File: config.mk
export PLATFORM = sky130hd
export DESIGN_NAME = mc_datapath_flat
export DESIGN_NICKNAME = d
export VERILOG_FILES = /design/src/rtl/mc_datapath_if.sv /design/src/rtl/mc_datapath.sv /design/src/flat_wrapper.sv
export SDC_FILE = /design/constraint.sdc
export NUM_CORES = 2
export LEC_CHECK = 0
export ABC_CLOCK_PERIOD_IN_PS = 22400
export BUFFER_PORTS_ARGS = -buffer_cell sky130_fd_sc_hd__buf_2
export CAP_MARGIN = 30
export CELL_PAD_IN_SITES_DETAIL_PLACEMENT = 0
export CELL_PAD_IN_SITES_GLOBAL_PLACEMENT = 1
export CORE_UTILIZATION = 56
export CTS_CLUSTER_DIAMETER = 200
export DETAILED_ROUTE_END_ITERATION = 8
export PLACE_DENSITY_LB_ADDON = 0.1
export SLEW_MARGIN = 20
export SYNTH_ARGS = -nofsm -noshare
export SYNTH_HDL_FRONTEND = slang
export SYNTH_SLANG_ARGS = --single-unit
File: constraint.sdc
create_clock -name clk_i -period 22.4 [get_ports clk_i]
set_input_delay 4.48 -clock clk_i [delete_from_list [all_inputs] [get_ports clk_i]]
set_output_delay 4.48 -clock clk_i [all_outputs]
set_load 0.05 [all_outputs]
File: src/rtl/mc_datapath_if.sv
// Control, memory and decode bundle between a multicycle controller and mc_datapath.
// The master side drives controls and read data; the slave (datapath) returns address, store data and decode fields.
interface mc_datapath_if #(
    parameter int XLen = 32
);
    logic            pc_write_i;
    logic            addr_src_i;
    logic            mem_write_i;
    logic            ir_write_i;
    logic            reg_write_i;
    logic [1:0]      result_src_i;
    logic [2:0]      alu_control_i;
    logic [1:0]      alu_src_a_i;
    logic [1:0]      alu_src_b_i;
    logic [2:0]      imm_src_i;

    logic [XLen-1:0] mem_addr_o;
    logic [XLen-1:0] mem_wdata_o;
    logic            mem_we_o;
    logic [XLen-1:0] mem_rdata_i;

    logic [6:0]      op_o;
    logic [2:0]      funct3_o;
    logic            funct7_o;
    logic            zero_o;

    modport master (
        output pc_write_i, addr_src_i, mem_write_i, ir_write_i, reg_write_i,
        output result_src_i, alu_control_i, alu_src_a_i, alu_src_b_i, imm_src_i,
        output mem_rdata_i,
        input  mem_addr_o, mem_wdata_o, mem_we_o,
        input  op_o, funct3_o, funct7_o, zero_o
    );

    modport slave (
        input  pc_write_i, addr_src_i, mem_write_i, ir_write_i, reg_write_i,
        input  result_src_i, alu_control_i, alu_src_a_i, alu_src_b_i, imm_src_i,
        input  mem_rdata_i,
        output mem_addr_o, mem_wdata_o, mem_we_o,
        output op_o, funct3_o, funct7_o, zero_o
    );
endinterface

File: src/rtl/mc_datapath.sv
// Multicycle RISC-V style datapath: PC/OldPC/IR/Data/A/B/ALUOut registers, 32-entry register file, ALU and immediates.
// Optional macro DATAPATH_SLT_EN adds the signed set-less-than ALU operation (code 101).
module mc_datapath #(
    parameter int              XLen    = 32,
    parameter logic [XLen-1:0] ResetPc = 32'h0
) (
    input  logic         clk_i,
    input  logic         rst_ni,
    mc_datapath_if.slave bus
);
    logic [XLen-1:0] pc_reg;
    logic [XLen-1:0] old_pc_reg;
    logic [31:0]     ir_reg;
    logic [XLen-1:0] data_reg;
    logic [XLen-1:0] a_reg;
    logic [XLen-1:0] b_reg;
    logic [XLen-1:0] alu_out_reg;
    logic [XLen-1:0] rf_reg [32];

    logic [4:0]      rs1;
    logic [4:0]      rs2;
    logic [4:0]      rd;
    logic [XLen-1:0] rs1_data;
    logic [XLen-1:0] rs2_data;
    logic [XLen-1:0] src_a;
    logic [XLen-1:0] src_b;
    logic [XLen-1:0] alu_result;
    logic [31:0]     imm32;
    logic [XLen-1:0] imm_ext;
    logic [XLen-1:0] result;

    assign rs1 = ir_reg[19:15];
    assign rs2 = ir_reg[24:20];
    assign rd  = ir_reg[11:7];

    // x0 is hardwired to zero on read; its storage is never written.
    assign rs1_data = (rs1 == 5'd0) ? '0 : rf_reg[rs1];
    assign rs2_data = (rs2 == 5'd0) ? '0 : rf_reg[rs2];

    always_comb begin
        imm32 = '0;
        case (bus.imm_src_i)
            3'b000:  imm32 = {{20{ir_reg[31]}}, ir_reg[31:20]};
            3'b001:  imm32 = {{20{ir_reg[31]}}, ir_reg[31:25], ir_reg[11:7]};
            3'b010:  imm32 = {{19{ir_reg[31]}}, ir_reg[31], ir_reg[7], ir_reg[30:25],
                              ir_reg[11:8], 1'b0};
            3'b011:  imm32 = {{11{ir_reg[31]}}, ir_reg[31], ir_reg[19:12], ir_reg[20],
                              ir_reg[30:21], 1'b0};
            3'b100:  imm32 = {ir_reg[31:12], 12'b0};
            default: imm32 = '0;
        endcase
    end

    assign imm_ext = XLen'($signed(imm32));

    always_comb begin
        src_a = '0;
        case (bus.alu_src_a_i)
            2'b00:   src_a = pc_reg;
            2'b01:   src_a = old_pc_reg;
            2'b10:   src_a = a_reg;
            default: src_a = '0;
        endcase
    end

    always_comb begin
        src_b = '0;
        case (bus.alu_src_b_i)
            2'b00:   src_b = b_reg;
            2'b01:   src_b = imm_ext;
            2'b10:   src_b = XLen'(4);
            default: src_b = '0;
        endcase
    end

    always_comb begin
        alu_result = '0;
        case (bus.alu_control_i)
            3'b000:  alu_result = src_a + src_b;
            3'b001:  alu_result = src_a - src_b;
            3'b010:  alu_result = src_a & src_b;
            3'b011:  alu_result = src_a | src_b;
`ifdef DATAPATH_SLT_EN
            3'b101:  alu_result = XLen'($signed(src_a) < $signed(src_b));
`endif
            default: alu_result = '0;
        endcase
    end

    always_comb begin
        result = '0;
        case (bus.result_src_i)
            2'b00:   result = alu_out_reg;
            2'b01:   result = data_reg;
            2'b10:   result = alu_result;
            default: result = imm_ext;
        endcase
    end

    // OldPC captures the pre-edge PC even when PC is written in the same cycle.
    always_ff @(posedge clk_i or negedge rst_ni) begin
        if (!rst_ni) begin
            pc_reg      <= ResetPc;
            old_pc_reg  <= '0;
            ir_reg      <= '0;
            data_reg    <= '0;
            a_reg       <= '0;
            b_reg       <= '0;
            alu_out_reg <= '0;
        end else begin
            if (bus.pc_write_i) begin
                pc_reg <= result;
            end
            if (bus.ir_write_i) begin
                ir_reg     <= bus.mem_rdata_i[31:0];
                old_pc_reg <= pc_reg;
            end
            data_reg    <= bus.mem_rdata_i;
            a_reg       <= rs1_data;
            b_reg       <= rs2_data;
            alu_out_reg <= alu_result;
        end
    end

    // Reads are asynchronous, so a same-cycle read of the written register sees the old value.
    always_ff @(posedge clk_i or negedge rst_ni) begin
        if (!rst_ni) begin
            for (int i = 0; i < 32; i++) begin
                rf_reg[i] <= '0;
            end
        end else if (bus.reg_write_i && (rd != 5'd0)) begin
            rf_reg[rd] <= result;
        end
    end

    assign bus.mem_addr_o  = bus.addr_src_i ? result : pc_reg;
    assign bus.mem_wdata_o = b_reg;
    assign bus.mem_we_o    = bus.mem_write_i;
    assign bus.op_o        = ir_reg[6:0];
    assign bus.funct3_o    = ir_reg[14:12];
    assign bus.funct7_o    = ir_reg[30];
    assign bus.zero_o      = (alu_result == '0);
endmodule

File: src/flat_wrapper.sv
// flat-port wrapper written by rule: the top's interface ports become plain ports
module mc_datapath_flat 
#(
    parameter int              XLen    = 32,
    parameter logic [XLen-1:0] ResetPc = 32'h0
)
  (clk_i, rst_ni, bus_pc_write_i, bus_addr_src_i, bus_mem_write_i, bus_ir_write_i, bus_reg_write_i, bus_result_src_i, bus_alu_control_i, bus_alu_src_a_i, bus_alu_src_b_i, bus_imm_src_i, bus_mem_rdata_i, bus_mem_addr_o, bus_mem_wdata_o, bus_mem_we_o, bus_op_o, bus_funct3_o, bus_funct7_o, bus_zero_o);
  mc_datapath_if #(.XLen(XLen)) bus_i ();
  input  logic clk_i;
  input  logic rst_ni;
  input wire logic [$bits(bus_i.pc_write_i)-1:0] bus_pc_write_i;
  input wire logic [$bits(bus_i.addr_src_i)-1:0] bus_addr_src_i;
  input wire logic [$bits(bus_i.mem_write_i)-1:0] bus_mem_write_i;
  input wire logic [$bits(bus_i.ir_write_i)-1:0] bus_ir_write_i;
  input wire logic [$bits(bus_i.reg_write_i)-1:0] bus_reg_write_i;
  input wire logic [$bits(bus_i.result_src_i)-1:0] bus_result_src_i;
  input wire logic [$bits(bus_i.alu_control_i)-1:0] bus_alu_control_i;
  input wire logic [$bits(bus_i.alu_src_a_i)-1:0] bus_alu_src_a_i;
  input wire logic [$bits(bus_i.alu_src_b_i)-1:0] bus_alu_src_b_i;
  input wire logic [$bits(bus_i.imm_src_i)-1:0] bus_imm_src_i;
  input wire logic [$bits(bus_i.mem_rdata_i)-1:0] bus_mem_rdata_i;
  output wire logic [$bits(bus_i.mem_addr_o)-1:0] bus_mem_addr_o;
  output wire logic [$bits(bus_i.mem_wdata_o)-1:0] bus_mem_wdata_o;
  output wire logic [$bits(bus_i.mem_we_o)-1:0] bus_mem_we_o;
  output wire logic [$bits(bus_i.op_o)-1:0] bus_op_o;
  output wire logic [$bits(bus_i.funct3_o)-1:0] bus_funct3_o;
  output wire logic [$bits(bus_i.funct7_o)-1:0] bus_funct7_o;
  output wire logic [$bits(bus_i.zero_o)-1:0] bus_zero_o;
  assign bus_i.pc_write_i = bus_pc_write_i;
  assign bus_i.addr_src_i = bus_addr_src_i;
  assign bus_i.mem_write_i = bus_mem_write_i;
  assign bus_i.ir_write_i = bus_ir_write_i;
  assign bus_i.reg_write_i = bus_reg_write_i;
  assign bus_i.result_src_i = bus_result_src_i;
  assign bus_i.alu_control_i = bus_alu_control_i;
  assign bus_i.alu_src_a_i = bus_alu_src_a_i;
  assign bus_i.alu_src_b_i = bus_alu_src_b_i;
  assign bus_i.imm_src_i = bus_imm_src_i;
  assign bus_i.mem_rdata_i = bus_mem_rdata_i;
  assign bus_mem_addr_o = bus_i.mem_addr_o;
  assign bus_mem_wdata_o = bus_i.mem_wdata_o;
  assign bus_mem_we_o = bus_i.mem_we_o;
  assign bus_op_o = bus_i.op_o;
  assign bus_funct3_o = bus_i.funct3_o;
  assign bus_funct7_o = bus_i.funct7_o;
  assign bus_zero_o = bus_i.zero_o;
  mc_datapath #(.XLen(XLen), .ResetPc(ResetPc)) u_core (.clk_i(clk_i), .rst_ni(rst_ni), .bus(bus_i));
endmodule
==> impl_metrics.yaml <==
flow_run:
  maxCapViolCount: 0
clock_tree:
  cts_sinks: 1248
  cts_tree: "yes"
  clock_path_buffers: 3
  hold_buffers: 0
  cts_root_buf: "clkbuf_16"
  cts_buffers: 137
  htree_levels: 4
  ctsResizeCount: 0
  clk_pin_slew_ns: 0.05
  postCtsSetupBuffers: 0
  clkLatencyLatePin_ns: 0.77
global_routing:
  grt_util_met1: 0.553
  grt_first_pass_wirelength_mm: 330
  antenna_found_initial: 16
  use_met3: 0.0838
  grt_start_max_net_pins: 154
  grt_use_total: 0.392
  gr-max-usage-layer: "met2"
  grt_overflow: 0
  grt_util_met2: 0.582
  grt_pass1_vias: 46569
placement:
  pre_cts_ws_ns: 5.61
  port_buffers: 125
  dp_hpwl_mm: 141
  place.gp.congestion: 0.998
worst_hold_path:
  hold_class: "reg2reg"
logic_synthesis:
  ys_warn_count: 0
  ys_types: 103
  synth_most_common_cell: "dfrtp_1"
  synth_seq_cells: 1248
  seq_area_frac_synth: 0.476
  synth_largest_area_cell: "dfrtp_1"
  synth_area_leaders: "dfrtp_1, mux4_2, o21ai_0, nand2_1, mux2i_1"
  synth_cells: 5679
  synth_ff_type: "dfrtp_1"
  synth_commonest_cells: "dfrtp_1, nand2_1, o21ai_0, mux4_2, clkbuf_1"
  synth_area_per_cell_um2: 11.6
  netlist_area_mm2: 0.0657
  synth-async-reset-ratio: 1.00
  syn-num-nets: 5765
  synth_top_area_frac: 0.476
  synth_edf_count: 0
layout:
  largest_reg_flops: 1024
  final_nets: 5592
  drive_above_1_share: 0.244
  nFillCells: 9395
  fin_util: 0.624
  area_growth_syn_to_layout_pct: 10.4
sta:
  fmax_mhz: 59.7
  hold_viol: 0
  hold_slack_ns: 0.393
  fin_setup_tns_ns: 0
  timing.final.crit_share: 0.747
  rsz0062_at_grt: "no"
  fin_crit_ns: 16.74
  tightest_slew_ns: 1.18
  relSlewSlack: 0.200
  setup_ws_ns: 5.66
  drv_slew: 0
  setup_viol: 0
  skew_ns: 0.0251
routing:
  route.detailed.drc: 0
  firstDrtPassIters: 6
  final_antenna_net_count: 0
  drtIter0Drc: 5321
  avgRoutedWirePerCell_um: 31.8
  vias: 47834
  avgViaCountPerCell: 6.70
  wl_mm: 227
critical_path:
  crit_type: "in2out"
  critical_path.startpoint_type: "input port"
  endpoint_kind: "primary output"
  arrival_ns: 12.26
  required_ns: 17.92
  crit_path_max_fanout: 59
die:
  initial_core_util: 0.565
  die_area_mm2: 0.119
  ios: 128
  core-area_mm2: 0.116
  dieHeight_um: 344
  dieWidth_um: 344
  rows: 125
run_status:
  status: "finished, final reports clean"
power_and_ir_drop:
  p_per_area_mw_per_mm2: 112
  total_power_mw: 8.13
  p_leak_nw: 31.9
  vdd_ir_drop_max_uv: 80.9
cells by family after synthesis:
logic type / after synthesis / synth area share
AND/OR/NAND/NOR: 1466 / 0.0921
AO/OA/AOI/OAI: 1274 / 0.108
flip-flops: 1248 / 0.476
multiplexers: 950 / 0.270
buffers and inverters: 645 / 0.0390
adder cells (fa/ha/maj): 54 / 0.00970
XOR/XNOR: 42 / 0.00589
final timing paths:
| kind | startpoint | end | slack, ns | depth (start not counted) |
|---|---|---|---|---|
| max in group asynchronous | rst_ni | u_core.rf_reg[49]$_DFFE_PN0P_ | 15.00 | 6 |
| min in group asynchronous | rst_ni | u_core.rf_reg[367]$_DFFE_PN0P_ | 3.75 | 1 |
| worst max register to register | u_core.ir_reg[24]$_DFFE_PN0P_ | u_core.rf_reg[189]$_DFFE_PN0P_ | 15.36 | 21 |
| worst min register to register | u_core.rf_reg[1021]$_DFFE_PN0P_ | u_core.rf_reg[1021]$_DFFE_PN0P_ | 0.39 | 0 |
| worst max-delay path | bus_alu_src_b_i[0] | bus_mem_addr_o[31] | 5.66 | 26 |
| worst min-delay path | u_core.rf_reg[1021]$_DFFE_PN0P_ | u_core.rf_reg[1021]$_DFFE_PN0P_ | 0.39 | 0 |
critical path: stages:
cell and delay, ns:
buf_2 0.08, buf_4 0.51, inv_1 0.42, nand2_1 0.14, a31oi_1 0.13, inv_1 0.17
ha_1 0.25, o211a_1 0.20, nand2_1 0.11, or4_4 0.57, nor4_4 0.38, nand2_1 0.13
nand2_1 0.09, xor2_1 0.18, ha_1 0.31, a21oi_1 0.17, o21ai_1 0.13, a2111o_1 0.37
or4_1 0.62, a311o_1 0.43, a21o_1 0.22, a2111o_1 0.40, nand4b_2 0.15, o211ai_4 0.14
a31oi_1 1.01, buf_2 0.43
layer usage:
layer	wire length (µm)	vias to the layer above	share of wire
met3	21100	485	0.093
met2	103000	2377	0.45
met4	12000	0	0.053
met5	0	-	0
met1	91800	24650	0.40
li1	-	20322	-
stage by stage:
step / instances / instance area, µm²
6_report: 7141 / 72500
5_1_grt: 7134 / 72400
4_1_cts: 7118 / 72100
3_5_place_dp: 6875 / 67600
3_3_place_gp: 6859 / 67200
2_1_floorplan: 5679 / 65700
report_power, final:
part,leakage [nW],switching (mW),internal (mW)
Combinational,13.4,1.25,1.13
Clock,2.22,0.967,1.32
Sequential,16.3,0.563,2.90
placed cells by master, fill, tap and decap left out, types with 34 or more instances in the layout:
master,count
clkbuf_16,139
a21oi_1,76
mux2_2,133
o21ai_0,955
inv_1,62
nand2_1,1068
buf_4,111
ha_1,34
dfrtp_1,1238
nor2_1,177
mux2i_1,173
buf_2,125
mux4_2,642
cell type report:
cell class                      count  area (µm²)  share of cell area
Antenna cell                        7        17.5            0.000242
Sequential cell                  1248       31300               0.432
Timing Repair Buffer              270        2280              0.0314
Clock buffer                      194        3930              0.0542
Clock inverter                     49         598             0.00825
Tap cell                         1524        1910              0.0263
Inverter                           63         236             0.00326
Multi-Input combinational cell   3786       32200               0.445
Note: power is estimated with default switching activity, not from simulation.
